==> config.mk <==
export PLATFORM = sky130hd
export DESIGN_NAME = rgb_pwm_decoder
export DESIGN_NICKNAME = d
export VERILOG_FILES = /design/src/rtl/rgb_pkg.sv /design/src/rtl/pwm_duty_meter.sv /design/src/rtl/rgb_pwm_decoder.sv
export SDC_FILE = /design/constraint.sdc
export NUM_CORES = 1
export LEC_CHECK = 0
export ABC_AREA = 1
export BUFFER_PORTS_ARGS = -buffer_cell sky130_fd_sc_hd__buf_4
export CORE_MARGIN = 2
export CORE_UTILIZATION = 30
export DETAILED_ROUTE_END_ITERATION = 8
export GPL_TIMING_DRIVEN = 1
export PLACE_DENSITY_LB_ADDON = 0.25
export RECOVER_POWER = 50
export SLEW_MARGIN = 20
export SYNTH_ARGS = -nofsm -noshare
export SYNTH_HDL_FRONTEND = slang
export SYNTH_SLANG_ARGS = --single-unit
==> constraint.sdc <==
create_clock -name clk -period 2 [get_ports clk]
set_input_delay 0.1 -clock clk [delete_from_list [all_inputs] [get_ports clk]]
set_output_delay 0.1 -clock clk [all_outputs]
set_load 0.05 [all_outputs]
==> src/rtl/rgb_pkg.sv <==
// Shared definitions for the RGB PWM encoder/decoder pair: default widths and decoder FSM states.
package rgb_pkg;
  localparam int PWM_W_DEF  = 8;
  localparam int PERIOD_DEF = 256;

  typedef enum logic {
    ST_FLUSH = 1'b0,
    ST_RUN   = 1'b1
  } state_t;
endpackage

==> src/rtl/pwm_duty_meter.sv <==
// One PWM channel: input synchronizer plus a high-cycle counter that yields a saturated duty
// value on the cycle the shared window counter wraps.
module pwm_duty_meter
  import rgb_pkg::*;
#(
  parameter int PWM_W       = PWM_W_DEF,
  parameter int SYNC_STAGES = 2
) (
  input  logic             clk,
  input  logic             rst,
  input  logic             pwm,
  input  logic             win_wrap,
  output logic [PWM_W-1:0] result
);

  logic [SYNC_STAGES-1:0] sync;
  logic                   bit_s;
  logic [PWM_W:0]         cnt;
  logic [PWM_W:0]         sum;

  function automatic logic [PWM_W-1:0] saturate(input logic [PWM_W:0] v);
    return v[PWM_W] ? {PWM_W{1'b1}} : v[PWM_W-1:0];
  endfunction

  assign bit_s  = sync[SYNC_STAGES-1];
  assign sum    = cnt + {{PWM_W{1'b0}}, bit_s};
  assign result = saturate(sum);

  always_ff @(posedge clk or negedge rst) begin
    if (!rst) begin
      sync <= '0;
    end else begin
      sync <= {sync[SYNC_STAGES-2:0], pwm};
    end
  end

  // Once the overflow bit is set the count sticks, so long windows still saturate cleanly.
  always_ff @(posedge clk or negedge rst) begin
    if (!rst) begin
      cnt <= '0;
    end else if (win_wrap) begin
      cnt <= '0;
    end else if (!cnt[PWM_W]) begin
      cnt <= sum;
    end
  end

endmodule

==> src/rtl/rgb_pwm_decoder.sv <==
// Recovers the 8-bit duty of three PWM lines by counting high cycles over a free-running
// PERIOD-cycle window; flags stable when two consecutive decoded triplets match.
module rgb_pwm_decoder
  import rgb_pkg::*;
#(
  parameter int PWM_W       = PWM_W_DEF,
  parameter int PERIOD      = PERIOD_DEF,
  parameter int SYNC_STAGES = 2
) (
  input  logic             clk,
  input  logic             rst,
  input  logic             rin,
  input  logic             gin,
  input  logic             bin,
  output logic [PWM_W-1:0] rout,
  output logic [PWM_W-1:0] gout,
  output logic [PWM_W-1:0] bout,
  output logic             valid,
  output logic             stable
);

  localparam int WIN_W = (PERIOD > 1) ? $clog2(PERIOD) : 1;

  logic [WIN_W-1:0] win;
  logic             win_wrap;
  logic [PWM_W-1:0] res_r, res_g, res_b;
  state_t           state, state_nx;
  logic             load;

  assign win_wrap = (win == WIN_W'(PERIOD - 1));

  // No alignment to PWM edges is needed: any full window of a periodic signal has the same count.
  always_ff @(posedge clk or negedge rst) begin
    if (!rst) begin
      win <= '0;
    end else begin
      win <= win_wrap ? '0 : win + 1'b1;
    end
  end

  pwm_duty_meter #(.PWM_W(PWM_W), .SYNC_STAGES(SYNC_STAGES)) u_meter_r (
    .clk(clk), .rst(rst), .pwm(rin), .win_wrap(win_wrap), .result(res_r)
  );
  pwm_duty_meter #(.PWM_W(PWM_W), .SYNC_STAGES(SYNC_STAGES)) u_meter_g (
    .clk(clk), .rst(rst), .pwm(gin), .win_wrap(win_wrap), .result(res_g)
  );
  pwm_duty_meter #(.PWM_W(PWM_W), .SYNC_STAGES(SYNC_STAGES)) u_meter_b (
    .clk(clk), .rst(rst), .pwm(bin), .win_wrap(win_wrap), .result(res_b)
  );

  always_ff @(posedge clk or negedge rst) begin
    if (!rst) begin
      state <= ST_FLUSH;
    end else begin
      state <= state_nx;
    end
  end

  // The first window after reset holds synchronizer fill and is thrown away.
  always_comb begin
    state_nx = state;
    load     = 1'b0;
    if (state == ST_FLUSH) begin
      if (win_wrap) begin
        state_nx = ST_RUN;
      end
    end else begin
      load = win_wrap;
    end
  end

  always_ff @(posedge clk or negedge rst) begin
    if (!rst) begin
      rout   <= '0;
      gout   <= '0;
      bout   <= '0;
      valid  <= 1'b0;
      stable <= 1'b0;
    end else begin
      valid <= load;
      if (load) begin
        rout   <= res_r;
        gout   <= res_g;
        bout   <= res_b;
        stable <= ({res_r, res_g, res_b} == {rout, gout, bout});
      end
    end
  end

endmodule

==> flow_summary.rst <==
.. list-table::
   :header-rows: 1

   * - Metric
     - Value
   * - TritonCTS clock tree
     - done
   * - Number of antenna violations at the first check in global routing
     - 0
   * - Post-DR vias/cell
     - 4.649
   * - Routability congestion estimate from global placement
     - approximately 0.82
   * - Count of placed standard cells including taps
     - about 670
   * - Worst Path Class, Setup
     - reg -> reg
   * - Mean area per synthesized cell
     - between 7 and 8 um^2
   * - Total area of sequential cells
     - 0.001702 mm^2
   * - Hold Path End
     - u_meter_r.sync[1]
   * - LEAKAGE
     - between 2 and 2.5 nW
   * - Slew Limit Fails
     - 0
   * - Yosys synthesis warning count
     - 0
   * - Synthesized netlist net count
     - approximately 470
   * - Kind of start point of the critical path
     - register
   * - Relative contribution of combinational cells to total power
     - 0.375
   * - Final hold violation count
     - 0
   * - Non-Filler Cell Area, Final
     - 0.004896 mm^2
   * - Final period util
     - 1.126
   * - Vias in the first global route
     - about 3300
   * - Critical Path Slowest Stage Cell
     - dfrtp_1
   * - Initial cell density of the core
     - 0.3043
   * - Residual DRC
     - 0
   * - Net count reported at finish
     - approximately 560
   * - Number of buffers added on ports
     - 30
   * - Ratio of total power to cell area
     - ~1100 mW/mm^2
   * - Via count
     - 3222
   * - Total area of multi-input combinational cells
     - between 0.0015 and 0.002 mm^2
   * - Fmax
     - 444.2 MHz
   * - Count of inserted antenna diode cells
     - 0
   * - Most used routing layer
     - met2
   * - CTS sink cnt
     - just under 70
   * - Synth top area cells
     - dfrtp_1 47%, nand2_1 12%, nand3_1 6.8%
   * - Number of H-tree branching levels
     - 3
   * - Cell internal pwr
     - around 3.7 mW
   * - Min-delay worst type
     - reg -> reg
   * - Switching power
     - about 1.9 mW
   * - DR WL/cell
     - 12.84 um
   * - Met2 Track Usage GR
     - 0.2437
   * - Portion of the post-synthesis area used by sequential elements
     - 0.4695
   * - Dominant cell type by count on the critical path
     - nand2_1
   * - Post-Layout Cell Count
     - roughly 690
   * - Filler Cells Inserted
     - approximately 1200
   * - Global Route Usage Sum
     - 0.1490
   * - Gate count after technology mapping
     - roughly 450
   * - Max-capacitance violation count
     - 0
   * - Remaining global-route overflow
     - 0
   * - Number of buffers created by CTS
     - 9
   * - Capturing point of the worst reg2reg path
     - stable
   * - Die Area
     - ~0.013 mm^2
   * - Kind of cell with the highest combined delay on the critical path
     - simple AND/OR/NAND/NOR gates
   * - Commonest cells after routing, fill and taps aside
     - 119 x nand2_1, 68 x dfrtp_1, 67 x buf_4, 54 x inv_1, 44 x nand3_1
   * - Relative slew margins
     - 0.2601
   * - Unique cell type count in the Yosys netlist
     - 31
   * - CP Cell Sequence
     - ha_4, ha_4, nand2_4, nor2_4, nand4_1, ha_1, inv_4, nand2_1, nand2_1, nand2_1, nor2_1, nand3_1, nor3_2, nand3_1, nor2_1, nand2_1, nand2_1
   * - Die Span Y
     - between 100 and 150 um
   * - CP endpoint kind
     - register
   * - Post-Route Skew
     - around 0.0045 ns
   * - Worst setup timing slack at the placement stage
     - -0.4776 ns
   * - Detailed router's first-iteration violation count
     - 125
   * - Cells on Worst Hold Path
     - 0
   * - Detailed-router iteration count before antenna repair
     - 4
   * - Number of flip-flops and latches in the synthesized netlist
     - between 60 and 70
   * - Dominant cell type by area after synthesis
     - dfrtp_1
   * - Row Count
     - 40
   * - Met1 routing resource usage after global routing
     - 0.1915
   * - Number of buffers and inverters on the critical path
     - 1
   * - Net switching fraction of the power
     - 0.3348
   * - Buffer levels on the longest clock path
     - 2
   * - Failing checks
     - setup timing
   * - Number of nets still failing antenna checks after routing
     - 0
   * - Total standard cell area after synthesis
     - about 0.0036 mm^2
   * - Area Overhead vs Synth
     - 35.07%
   * - Setup TNS Final
     - -0.2512 ns
   * - Ratio of cells with drive above 1 in the final layout
     - 0.2564
   * - Hold Crit Start
     - u_meter_r.sync[0]
   * - Global-route wire length before repair
     - roughly 15000 um
   * - Total length of routed wires
     - around 9000 um
   * - Longest individual stage delay on the worst path
     - 0.38 ns
   * - Largest net degree at the start of global routing
     - 43
   * - Part of the total power dissipated in sequential elements
     - 0.317
   * - Crit path DAT
     - ~2.5 ns
   * - FF-to-FF path depth
     - 17
   * - Insertion delay to the later sink of the worst-skew pair
     - approximately 0.33 ns
   * - Final critical path time including I/O delays and setup
     - between 2 and 2.5 ns
   * - Timing startpoint of the critical path
     - u_meter_b.cnt[0]
   * - Total placed instance area
     - around 0.0044 mm^2
   * - Design Power
     - 5.584 mW
   * - Commonest non-fill, non-tap cell in the layout
     - nand2_1
   * - Number of setup violations in the final report
     - 1
   * - Clock transition at the register clock pins on the worst setup and hold paths after CTS
     - 0.06 ns
   * - Worst hold slack after final layout
     - ~0.35 ns
   * - GR met3 Demand/Resource
     - 0.02976
   * - Worst R2R Start
     - u_meter_b.cnt[0]
   * - Width of the chip
     - between 100 and 150 um
   * - Result of the run
     - finished with violations
   * - Largest fanout on the critical path
     - 8
   * - Root Buffer Master
     - clkbuf_16
   * - Yosys top cell area share
     - 0.4695
   * - Setup repair after global routing missed its margin
     - yes
   * - DPL Wire Length
     - about 6400 um
   * - Share of total power in the clock network
     - 0.308
   * - Final critical-path setup slack
     - -0.2512 ns
   * - Boundary pin count
     - 31
   * - Slew at the pin closest to its max-slew limit
     - 1.110 ns
   * - Core occupancy in the finished layout
     - 0.4110
   * - Core box area
     - 0.01191 mm^2
   * - Maximum vdd drop
     - between 0.0005 and 0.0006 V
   * - Required time of the critical path
     - roughly 2.3 ns
   * - Flop-to-flop setup slack
     - -0.25 ns
[worst register-to-register path: stages (launching register included)]
cell	delay [ns]
dfrtp_1	0.38
ha_4	0.15
ha_4	0.14
nand2_4	0.05
nor2_4	0.08
nand4_1	0.13
ha_1	0.34
inv_4	0.11
nand2_1	0.08
nand2_1	0.06
nand2_1	0.04
nor2_1	0.08
nand3_1	0.12
nor3_2	0.16
nand3_1	0.09
nor2_1	0.09
nand2_1	0.05
nand2_1	0.05
[power groups by stage]
| stage | combinational [mW] | sequential, mW | clock [mW] |
|---|---|---|---|
| 2_1_floorplan | 1.15 | 1.80 | 0 |
| 3_3_place_gp | 1.99 | 1.76 | 0 |
| 3_5_place_dp | 2.01 | 1.77 | 0 |
| 4_1_cts | 2.05 | 1.75 | 1.76 |
| 5_1_grt | 2.39 | 1.79 | 1.83 |
| 6_report | 2.09 | 1.77 | 1.72 |
[synth_stat cells (all sizes together)]
cell and count:
nand2 130, dfrtp 68, inv 61, nand3 54
nor2 34, o21ai 34, a21oi 12, o21bai 12
nand4 11, ha 10, buf 7, o22ai 7
xor2 4, nor3 3, xnor2 3, and2 1
and3 1, clkbuf 1, or2 1
[repair_timing]
action,in CTS,in global routing
hold buffers,4,0
hold endpoints to repair,44,0
setup buffers,0,1
setup endpoints to repair,10,14
pin swaps,4,5
gates resized for setup,6,25
[state kept, by name, indices dropped and copies added, names as in the netlist, 2 cells and up]
| name | cells |
|---|---|
| u_meter_r.sync | 2 |
| gout | 8 |
| rout | 8 |
| u_meter_r.cnt | 9 |
| bout | 8 |
| u_meter_g.cnt | 9 |
| win | 8 |
| u_meter_b.sync | 2 |
| u_meter_b.cnt | 9 |
| u_meter_g.sync | 2 |
[area by class of cell]
type	instances	share of cell area
inverters	61	0.04932
repair buffers	84	0.1321
flip-flops and latches	68	0.3476
clock buffers	11	0.04958
multi-input cells	317	0.3685
well taps	147	0.03757
clock inverters	5	0.01533
[worst max-delay path by stage]
stage / to / slack (ns) / cells after the start
2_1_floorplan: stable / -0.08 / 17
3_3_place_gp: stable / -0.49 / 15
3_5_place_dp: stable / -0.48 / 15
4_1_cts: stable / -0.32 / 17
5_1_grt: stable / -0.46 / 17
6_report: stable / -0.25 / 17
[logic make-up after synthesis]
logic type,count (synthesis),synth area share
fa+ha+maj,10,0.03452
simple gates,235,0.3013
buf+inv,69,0.07629
flops,68,0.4695
xor+xnor,7,0.01691
compound gates,65,0.1015
[layer usage]
layer	vias to the layer above	routed length, um
met1	1500	4323
met3	18	292
met2	51	4074
met5	-	0
met4	0	211
li1	1653	-
Note: power is estimated with default switching activity, not from simulation.
